[src/rtl/tile_loader_if.sv]
// Bus bundle between a tile_loader and its surroundings.
//   Config/control : start, rows, cols, base_row, base_col; busy, done, err back.
//   Global BRAM    : gb_rd_en, gb_addr out of the loader; gb_data back, one cycle later.
//   Tile BRAM bank : tile_wr_en (one-hot per tile), tile_addr, tile_data.
// master = the side that starts loads and owns the memories; slave = the loader.
interface tile_loader_if #(
  parameter int unsigned TILE_SIZE  = 4,
  parameter int unsigned GRID       = 4,
  parameter int unsigned DATA_WIDTH = 32,
  parameter int unsigned ADDR_WIDTH = 18
);
  logic                                    start;
  logic [9:0]                              rows;
  logic [9:0]                              cols;
  logic [9:0]                              base_row;
  logic [9:0]                              base_col;
  logic                                    gb_rd_en;
  logic [ADDR_WIDTH-1:0]                   gb_addr;
  logic [DATA_WIDTH-1:0]                   gb_data;
  logic [GRID*GRID-1:0]                    tile_wr_en;
  logic [$clog2(TILE_SIZE*TILE_SIZE)-1:0]  tile_addr;
  logic [DATA_WIDTH-1:0]                   tile_data;
  logic                                    busy;
  logic                                    done;
  logic                                    err;

  modport master (
    output start, rows, cols, base_row, base_col, gb_data,
    input  gb_rd_en, gb_addr, tile_wr_en, tile_addr, tile_data, busy, done, err
  );

  modport slave (
    input  start, rows, cols, base_row, base_col, gb_data,
    output gb_rd_en, gb_addr, tile_wr_en, tile_addr, tile_data, busy, done, err
  );
endinterface

[src/rtl/tile_loader.sv]
// Fetches one GRID x GRID block of TILE_SIZE x TILE_SIZE tiles from a row-major matrix
// in global BRAM and scatters it into GRID*GRID tile BRAMs, zero-padding elements that
// fall outside the matrix.
// Ports:
//   clk  - clock, rising edge
//   rst  - asynchronous active-low reset
//   bus  - tile_loader_if.slave: start/config in, global BRAM read port, tile BRAM write
//          port, busy/done/err status out
// TILE_SIZE and GRID must be powers of two (>= 2); interface parameters must match.
module tile_loader #(
  parameter int unsigned TILE_SIZE  = 4,
  parameter int unsigned GRID       = 4,
  parameter int unsigned MAX_SIZE   = 512,
  parameter int unsigned DATA_WIDTH = 32,
  parameter int unsigned ADDR_WIDTH = 18
) (
  input logic         clk,
  input logic         rst,
  tile_loader_if.slave bus
);

  localparam int unsigned Blk = GRID * TILE_SIZE;
  localparam int unsigned Cw  = $clog2(Blk);
  localparam int unsigned Tw  = $clog2(TILE_SIZE);
  localparam int unsigned Gw  = $clog2(GRID);
  localparam int unsigned Nt  = GRID * GRID;
  localparam logic [10:0] MaxSize = 11'(MAX_SIZE);
  localparam logic [Cw-1:0] IdxLast = Cw'(Blk - 1);

  typedef enum logic [2:0] {StIdle, StCheck, StRead, StDrain, StFin} state_e;

  state_e          state_q, state_d;
  logic [9:0]      rows_q, cols_q, base_row_q, base_col_q;
  logic [Cw-1:0]   r_q, r_d, c_q, c_d;
  logic            err_q, err_d;
  logic            accept;

  // Write stage: element info delayed one cycle to line up with gb_data.
  logic            wr_valid_q;
  logic            pad_q;
  logic [2*Gw-1:0] wr_tile_q;
  logic [2*Tw-1:0] wr_addr_q;

  logic [10:0]           gr, gc;
  logic                  in_bounds;
  logic                  cfg_bad;
  logic [ADDR_WIDTH-1:0] rd_addr;

  // 11-bit sums so base+offset never wraps past the 10-bit bounds.
  assign gr        = {1'b0, base_row_q} + 11'(r_q);
  assign gc        = {1'b0, base_col_q} + 11'(c_q);
  assign in_bounds = (gr < {1'b0, rows_q}) && (gc < {1'b0, cols_q});
  assign rd_addr   = ADDR_WIDTH'(gr) * ADDR_WIDTH'(cols_q) + ADDR_WIDTH'(gc);
  assign cfg_bad   = (rows_q == 10'd0) || (cols_q == 10'd0) ||
                     ({1'b0, rows_q} > MaxSize) || ({1'b0, cols_q} > MaxSize);

  always_comb begin
    state_d      = state_q;
    r_d          = r_q;
    c_d          = c_q;
    err_d        = err_q;
    accept       = 1'b0;
    bus.gb_rd_en = 1'b0;
    bus.gb_addr  = '0;
    bus.busy     = 1'b0;
    bus.done     = 1'b0;
    case (state_q)
      StIdle: begin
        if (bus.start) begin
          accept  = 1'b1;
          err_d   = 1'b0;
          state_d = StCheck;
        end
      end
      StCheck: begin
        bus.busy = 1'b1;
        r_d      = '0;
        c_d      = '0;
        if (cfg_bad) begin
          err_d   = 1'b1;
          state_d = StFin;
        end else begin
          state_d = StRead;
        end
      end
      StRead: begin
        bus.busy     = 1'b1;
        bus.gb_rd_en = in_bounds;
        bus.gb_addr  = in_bounds ? rd_addr : '0;
        if (c_q == IdxLast) begin
          c_d = '0;
          r_d = r_q + 1'b1;
          if (r_q == IdxLast) begin
            r_d     = '0;
            state_d = StDrain;
          end
        end else begin
          c_d = c_q + 1'b1;
        end
      end
      StDrain: begin
        bus.busy = 1'b1;
        state_d  = StFin;
      end
      StFin: begin
        bus.done = 1'b1;
        state_d  = StIdle;
      end
      default: state_d = StIdle;
    endcase
  end

  always_ff @(posedge clk or negedge rst) begin
    if (!rst) begin
      state_q    <= StIdle;
      rows_q     <= '0;
      cols_q     <= '0;
      base_row_q <= '0;
      base_col_q <= '0;
      r_q        <= '0;
      c_q        <= '0;
      err_q      <= 1'b0;
      wr_valid_q <= 1'b0;
      pad_q      <= 1'b0;
      wr_tile_q  <= '0;
      wr_addr_q  <= '0;
    end else begin
      state_q <= state_d;
      r_q     <= r_d;
      c_q     <= c_d;
      err_q   <= err_d;
      if (accept) begin
        rows_q     <= bus.rows;
        cols_q     <= bus.cols;
        // Block origin is always tile-aligned.
        base_row_q <= {bus.base_row[9:Tw], {Tw{1'b0}}};
        base_col_q <= {bus.base_col[9:Tw], {Tw{1'b0}}};
      end
      wr_valid_q <= (state_q == StRead);
      pad_q      <= ~in_bounds;
      wr_tile_q  <= {r_q[Cw-1:Tw], c_q[Cw-1:Tw]};
      wr_addr_q  <= {r_q[Tw-1:0], c_q[Tw-1:0]};
    end
  end

  assign bus.tile_wr_en = wr_valid_q ? (Nt'(1) << wr_tile_q) : '0;
  assign bus.tile_addr  = wr_valid_q ? wr_addr_q : '0;
  assign bus.tile_data  = (wr_valid_q && !pad_q) ? bus.gb_data : '0;
  assign bus.err        = err_q;

endmodule

[src/flat_wrapper.sv]
// flat-port wrapper written by rule: the top's interface ports become plain ports
module tile_loader_flat 
#(
  parameter int unsigned TILE_SIZE  = 4,
  parameter int unsigned GRID       = 4,
  parameter int unsigned MAX_SIZE   = 512,
  parameter int unsigned DATA_WIDTH = 32,
  parameter int unsigned ADDR_WIDTH = 18
)
  (clk, rst, bus_start, bus_rows, bus_cols, bus_base_row, bus_base_col, bus_gb_data, bus_gb_rd_en, bus_gb_addr, bus_tile_wr_en, bus_tile_addr, bus_tile_data, bus_busy, bus_done, bus_err);
  tile_loader_if #(.TILE_SIZE(TILE_SIZE), .GRID(GRID), .DATA_WIDTH(DATA_WIDTH), .ADDR_WIDTH(ADDR_WIDTH)) bus_i ();
  input logic clk;
  input logic rst;
  input wire logic [$bits(bus_i.start)-1:0] bus_start;
  input wire logic [$bits(bus_i.rows)-1:0] bus_rows;
  input wire logic [$bits(bus_i.cols)-1:0] bus_cols;
  input wire logic [$bits(bus_i.base_row)-1:0] bus_base_row;
  input wire logic [$bits(bus_i.base_col)-1:0] bus_base_col;
  input wire logic [$bits(bus_i.gb_data)-1:0] bus_gb_data;
  output wire logic [$bits(bus_i.gb_rd_en)-1:0] bus_gb_rd_en;
  output wire logic [$bits(bus_i.gb_addr)-1:0] bus_gb_addr;
  output wire logic [$bits(bus_i.tile_wr_en)-1:0] bus_tile_wr_en;
  output wire logic [$bits(bus_i.tile_addr)-1:0] bus_tile_addr;
  output wire logic [$bits(bus_i.tile_data)-1:0] bus_tile_data;
  output wire logic [$bits(bus_i.busy)-1:0] bus_busy;
  output wire logic [$bits(bus_i.done)-1:0] bus_done;
  output wire logic [$bits(bus_i.err)-1:0] bus_err;
  assign bus_i.start = bus_start;
  assign bus_i.rows = bus_rows;
  assign bus_i.cols = bus_cols;
  assign bus_i.base_row = bus_base_row;
  assign bus_i.base_col = bus_base_col;
  assign bus_i.gb_data = bus_gb_data;
  assign bus_gb_rd_en = bus_i.gb_rd_en;
  assign bus_gb_addr = bus_i.gb_addr;
  assign bus_tile_wr_en = bus_i.tile_wr_en;
  assign bus_tile_addr = bus_i.tile_addr;
  assign bus_tile_data = bus_i.tile_data;
  assign bus_busy = bus_i.busy;
  assign bus_done = bus_i.done;
  assign bus_err = bus_i.err;
  tile_loader #(.TILE_SIZE(TILE_SIZE), .GRID(GRID), .MAX_SIZE(MAX_SIZE), .DATA_WIDTH(DATA_WIDTH), .ADDR_WIDTH(ADDR_WIDTH)) u_core (.clk(clk), .rst(rst), .bus(bus_i));
endmodule
[config.mk]
export PLATFORM = sky130hd
export DESIGN_NAME = tile_loader_flat
export DESIGN_NICKNAME = d
export VERILOG_FILES = /design/src/rtl/tile_loader_if.sv /design/src/rtl/tile_loader.sv /design/src/flat_wrapper.sv
export SDC_FILE = /design/constraint.sdc
export NUM_CORES = 1
export LEC_CHECK = 0
export CORE_ASPECT_RATIO = 0.75
export CORE_MARGIN = 3
export CORE_UTILIZATION = 35
export CTS_CLUSTER_DIAMETER = 120
export DETAILED_ROUTE_END_ITERATION = 8
export HOLD_SLACK_MARGIN = 0.12
export PLACE_DENSITY = 0.55
export SLEW_MARGIN = 15
export SYNTH_ARGS = -nofsm -noshare
export SYNTH_HDL_FRONTEND = slang
export SYNTH_SLANG_ARGS = --single-unit
[constraint.sdc]
create_clock -name clk -period 10.9 [get_ports clk]
set_clock_uncertainty 0.2 [all_clocks]
set_input_delay 1.09 -clock clk [delete_from_list [all_inputs] [get_ports clk]]
set_output_delay 1.09 -clock clk [all_outputs]
set_load 0.1 [all_outputs]
==> flow_summary.ini <==
[sta]
max_freq_mhz = 106
finalHoldViolations = 0
finalSetupTns_ns = 0
fin_crit_ns = 9.42
final_max_slew_viol_count = 0
finalSetupViolCount = 0
worst_pin_slew_ns = 1.01
rsz0062_at_grt = false
finalCritPeriodShare = 0.864
slew_headroom = 0.325

[synth]
synth_fp_nets = 1023
synth.most_common_cell = inv_1
syn_inst = 797
yosysTopAreaCellShare = 0.230
synth_edf_count = 0
syn_area_um2 = 7040
synthArstFlopShare = 1.00
synth-main-ff-cell = dfrtp_1
ys.warnings.count = 0
yosys.area.top_type = fa_1
synth_cell_type_count = 52
yosysSeqAreaShare = 0.206
synth.top_cells.by_area = fa_1 23%, dfrtp_1 21%, ha_1 12%, inv_1 6.8%, and2_1 6.1%
ys_seq_elements = 58
synth_common_cells = 127 x inv_1, 91 x nand2_1, 81 x fa_1, 70 x ha_1, 69 x and2_1
syn_avg_cell_area_um2 = 8.83

[clock_network]
cts_tree = yes
cts_setup_buffers = 0
clk_latency_ns = 0.34
htree_num_levels = 3
cts-root-buf = clkbuf_16
cts-hold-fix-buffers = 0
cts_buffer_depth = 2
cts_sinks = 58
path_clk_slew_ns = 0.06
cts_repair_resize_count = 0
numCtsBuffers = 9

[hold_path]
hold_path_startpoint = u_core.base_col_q[2]$_DFFE_PN0P_
min_path_cells = 1
hp-class = reg -> reg
min_to = u_core.base_col_q[2]$_DFFE_PN0P_

[critical_path]
r2r_slack_ns = 7.39
cpMaxStageDelayCell = clkdlybuf4s50_1
crit_required_ns = 9.61
end_kind = output pin
timing.rr.end = u_core.pad_q$_DFF_PN0_
slowest_delay_ns = 1.19
crit_fanout = 7
r2r_cells = 10
timing.rr.start = u_core.r_q[3]$_DFFE_PN0P_
crit_family = adder cells
setup.worst_path.class = reg -> out
path_cells = ha_1, a21oi_1, nand2b_1, xor2_1, inv_1, nand2_1, fa_1, fa_1, inv_1, ha_1, fa_1, inv_1, fa_1, inv_1, ha_1, o21a_1, a21oi_1, o41ai_1, nand2_1, a2111oi_2, clkdlybuf4s50_1
critPathBufInv = 5
critPathArrivalTime_ns = 8.13
worst_setup_path_start_kind = flop

[final_layout]
num-nets-final = 1157
postLayoutCoreUtil = 0.463
fill_cells = 1939
drive_above_1_share = 0.0491
antenna_cells = 0
syn_to_final_growth_pct = 28.5

[floorplan]
row_count = 44
fp.dieW_um = 170
die_h_um = 129
die-area_um2 = 21900
core_um2 = 19500
io_pins = 149
initial_core_util = 0.360

[run]
maxCapViolations = 0

[place]
place_hpwl_um = 15300
gp_congestion = 0.822
port_buffers = 144

[drt]
detail_route.vias_per_cell = 4.82
drtIter0Drc = 201
dr.pass1.iters = 4
wire_per_inst_um = 15.7
num_vias = 5734
wl_um = 18700
drc = 0
ant_nets = 0

[status]
outcome = completed

[global_routing]
grt_pass1_vias = 5729
antenna_found_initial = 0
grt_usage = 0.177
grt_max_degree = 59
gr-total-overflow = 0
grt_pass1_wl_um = 30600
-- registers in the layout, summed over array words and instances, names as in the netlist --
| name | count |
|---|---|
| u_core.base_row_q | 8 |
| u_core.rows_q | 10 |
| u_core.cols_q | 10 |
| u_core.bus.err | 1 |
| u_core.state_q | 3 |
| u_core.wr_valid_q | 1 |
| u_core.pad_q | 1 |
| u_core.r_q | 4 |
| u_core.base_col_q | 8 |
| u_core.c_q | 4 |
| u_core.wr_tile_q | 4 |
| u_core.wr_addr_q | 4 |
-- placed cells by master, fill, tap and decap left out, types with 9 or more instances in the layout --
cell	Yosys	layout
ha_1	70	70
mux2_2	18	18
nor3_1	11	11
nor4_1	12	12
nand2_1	91	91
xor2_1	13	13
dfrtp_1	58	58
xnor2_1	14	14
fa_1	81	81
clkdlybuf4s50_1	0	143
nand3_1	9	9
clkbuf_16	0	9
o21ai_0	40	40
a21oi_1	22	22
nor2_1	62	62
inv_1	127	127
and2_1	69	69
-- through the flow --
stage,worst slack [ns],std cells,hold WS [ns],area (µm²)
after detailed placement,1.77,1173,0.318,8720
after global placement,1.83,1173,0.311,8720
after floorplan,1.97,797,0.226,7040
after global routing,1.03,1189,0.359,9040
after CTS,1.41,1189,0.331,9040
final,1.48,1189,0.332,9040
-- worst max path at each step --
stage	slack (ns)	end	from	cells past startpoint
after floorplan	1.97	bus_gb_addr[12]	u_core.r_q[2]$_DFFE_PN0P_	19
after global placement	1.83	bus_gb_addr[16]	u_core.r_q[2]$_DFFE_PN0P_	21
after detailed placement	1.77	bus_gb_addr[16]	u_core.r_q[3]$_DFFE_PN0P_	21
after CTS	1.41	bus_gb_addr[16]	u_core.r_q[2]$_DFFE_PN0P_	21
after global routing	1.03	bus_gb_addr[15]	u_core.r_q[2]$_DFFE_PN0P_	23
final	1.48	bus_gb_addr[16]	u_core.r_q[3]$_DFFE_PN0P_	21
-- cell families after synthesis --
logic type                 synth area share
AOI/OAI and AO/OA                    0.0857
adders and majority gates             0.355
muxes                                0.0302
and+or+nand+nor                       0.201
buffers and inverters                0.0850
DFF                                   0.206
xor gates and xnor gates             0.0368
-- layout make-up --
type | instances | area (µm²) | share of cell area
clock buffers | 11 | 243 | 0.0268
clock inverters | 5 | 77.6 | 0.00858
inverters | 129 | 484 | 0.0535
multi-input cells | 584 | 5000 | 0.553
flip-flops and latches | 58 | 1450 | 0.161
well taps | 253 | 317 | 0.0350
repair buffers | 149 | 1470 | 0.163
-- per-layer routing --
metal | vias up | GRT usage | wire length, µm
li1 | 2821 | - | -
met1 | 2730 | 0.256 | 9350
met2 | 170 | 0.279 | 7940
met3 | 13 | 0.0393 | 1230
met4 | 0 | 0.0284 | 157
met5 | - | 0 | 0
Power is left out: the tool's default activity adds up to more than one toggle a clock period on the data nets, which glitch-free logic cannot reach.
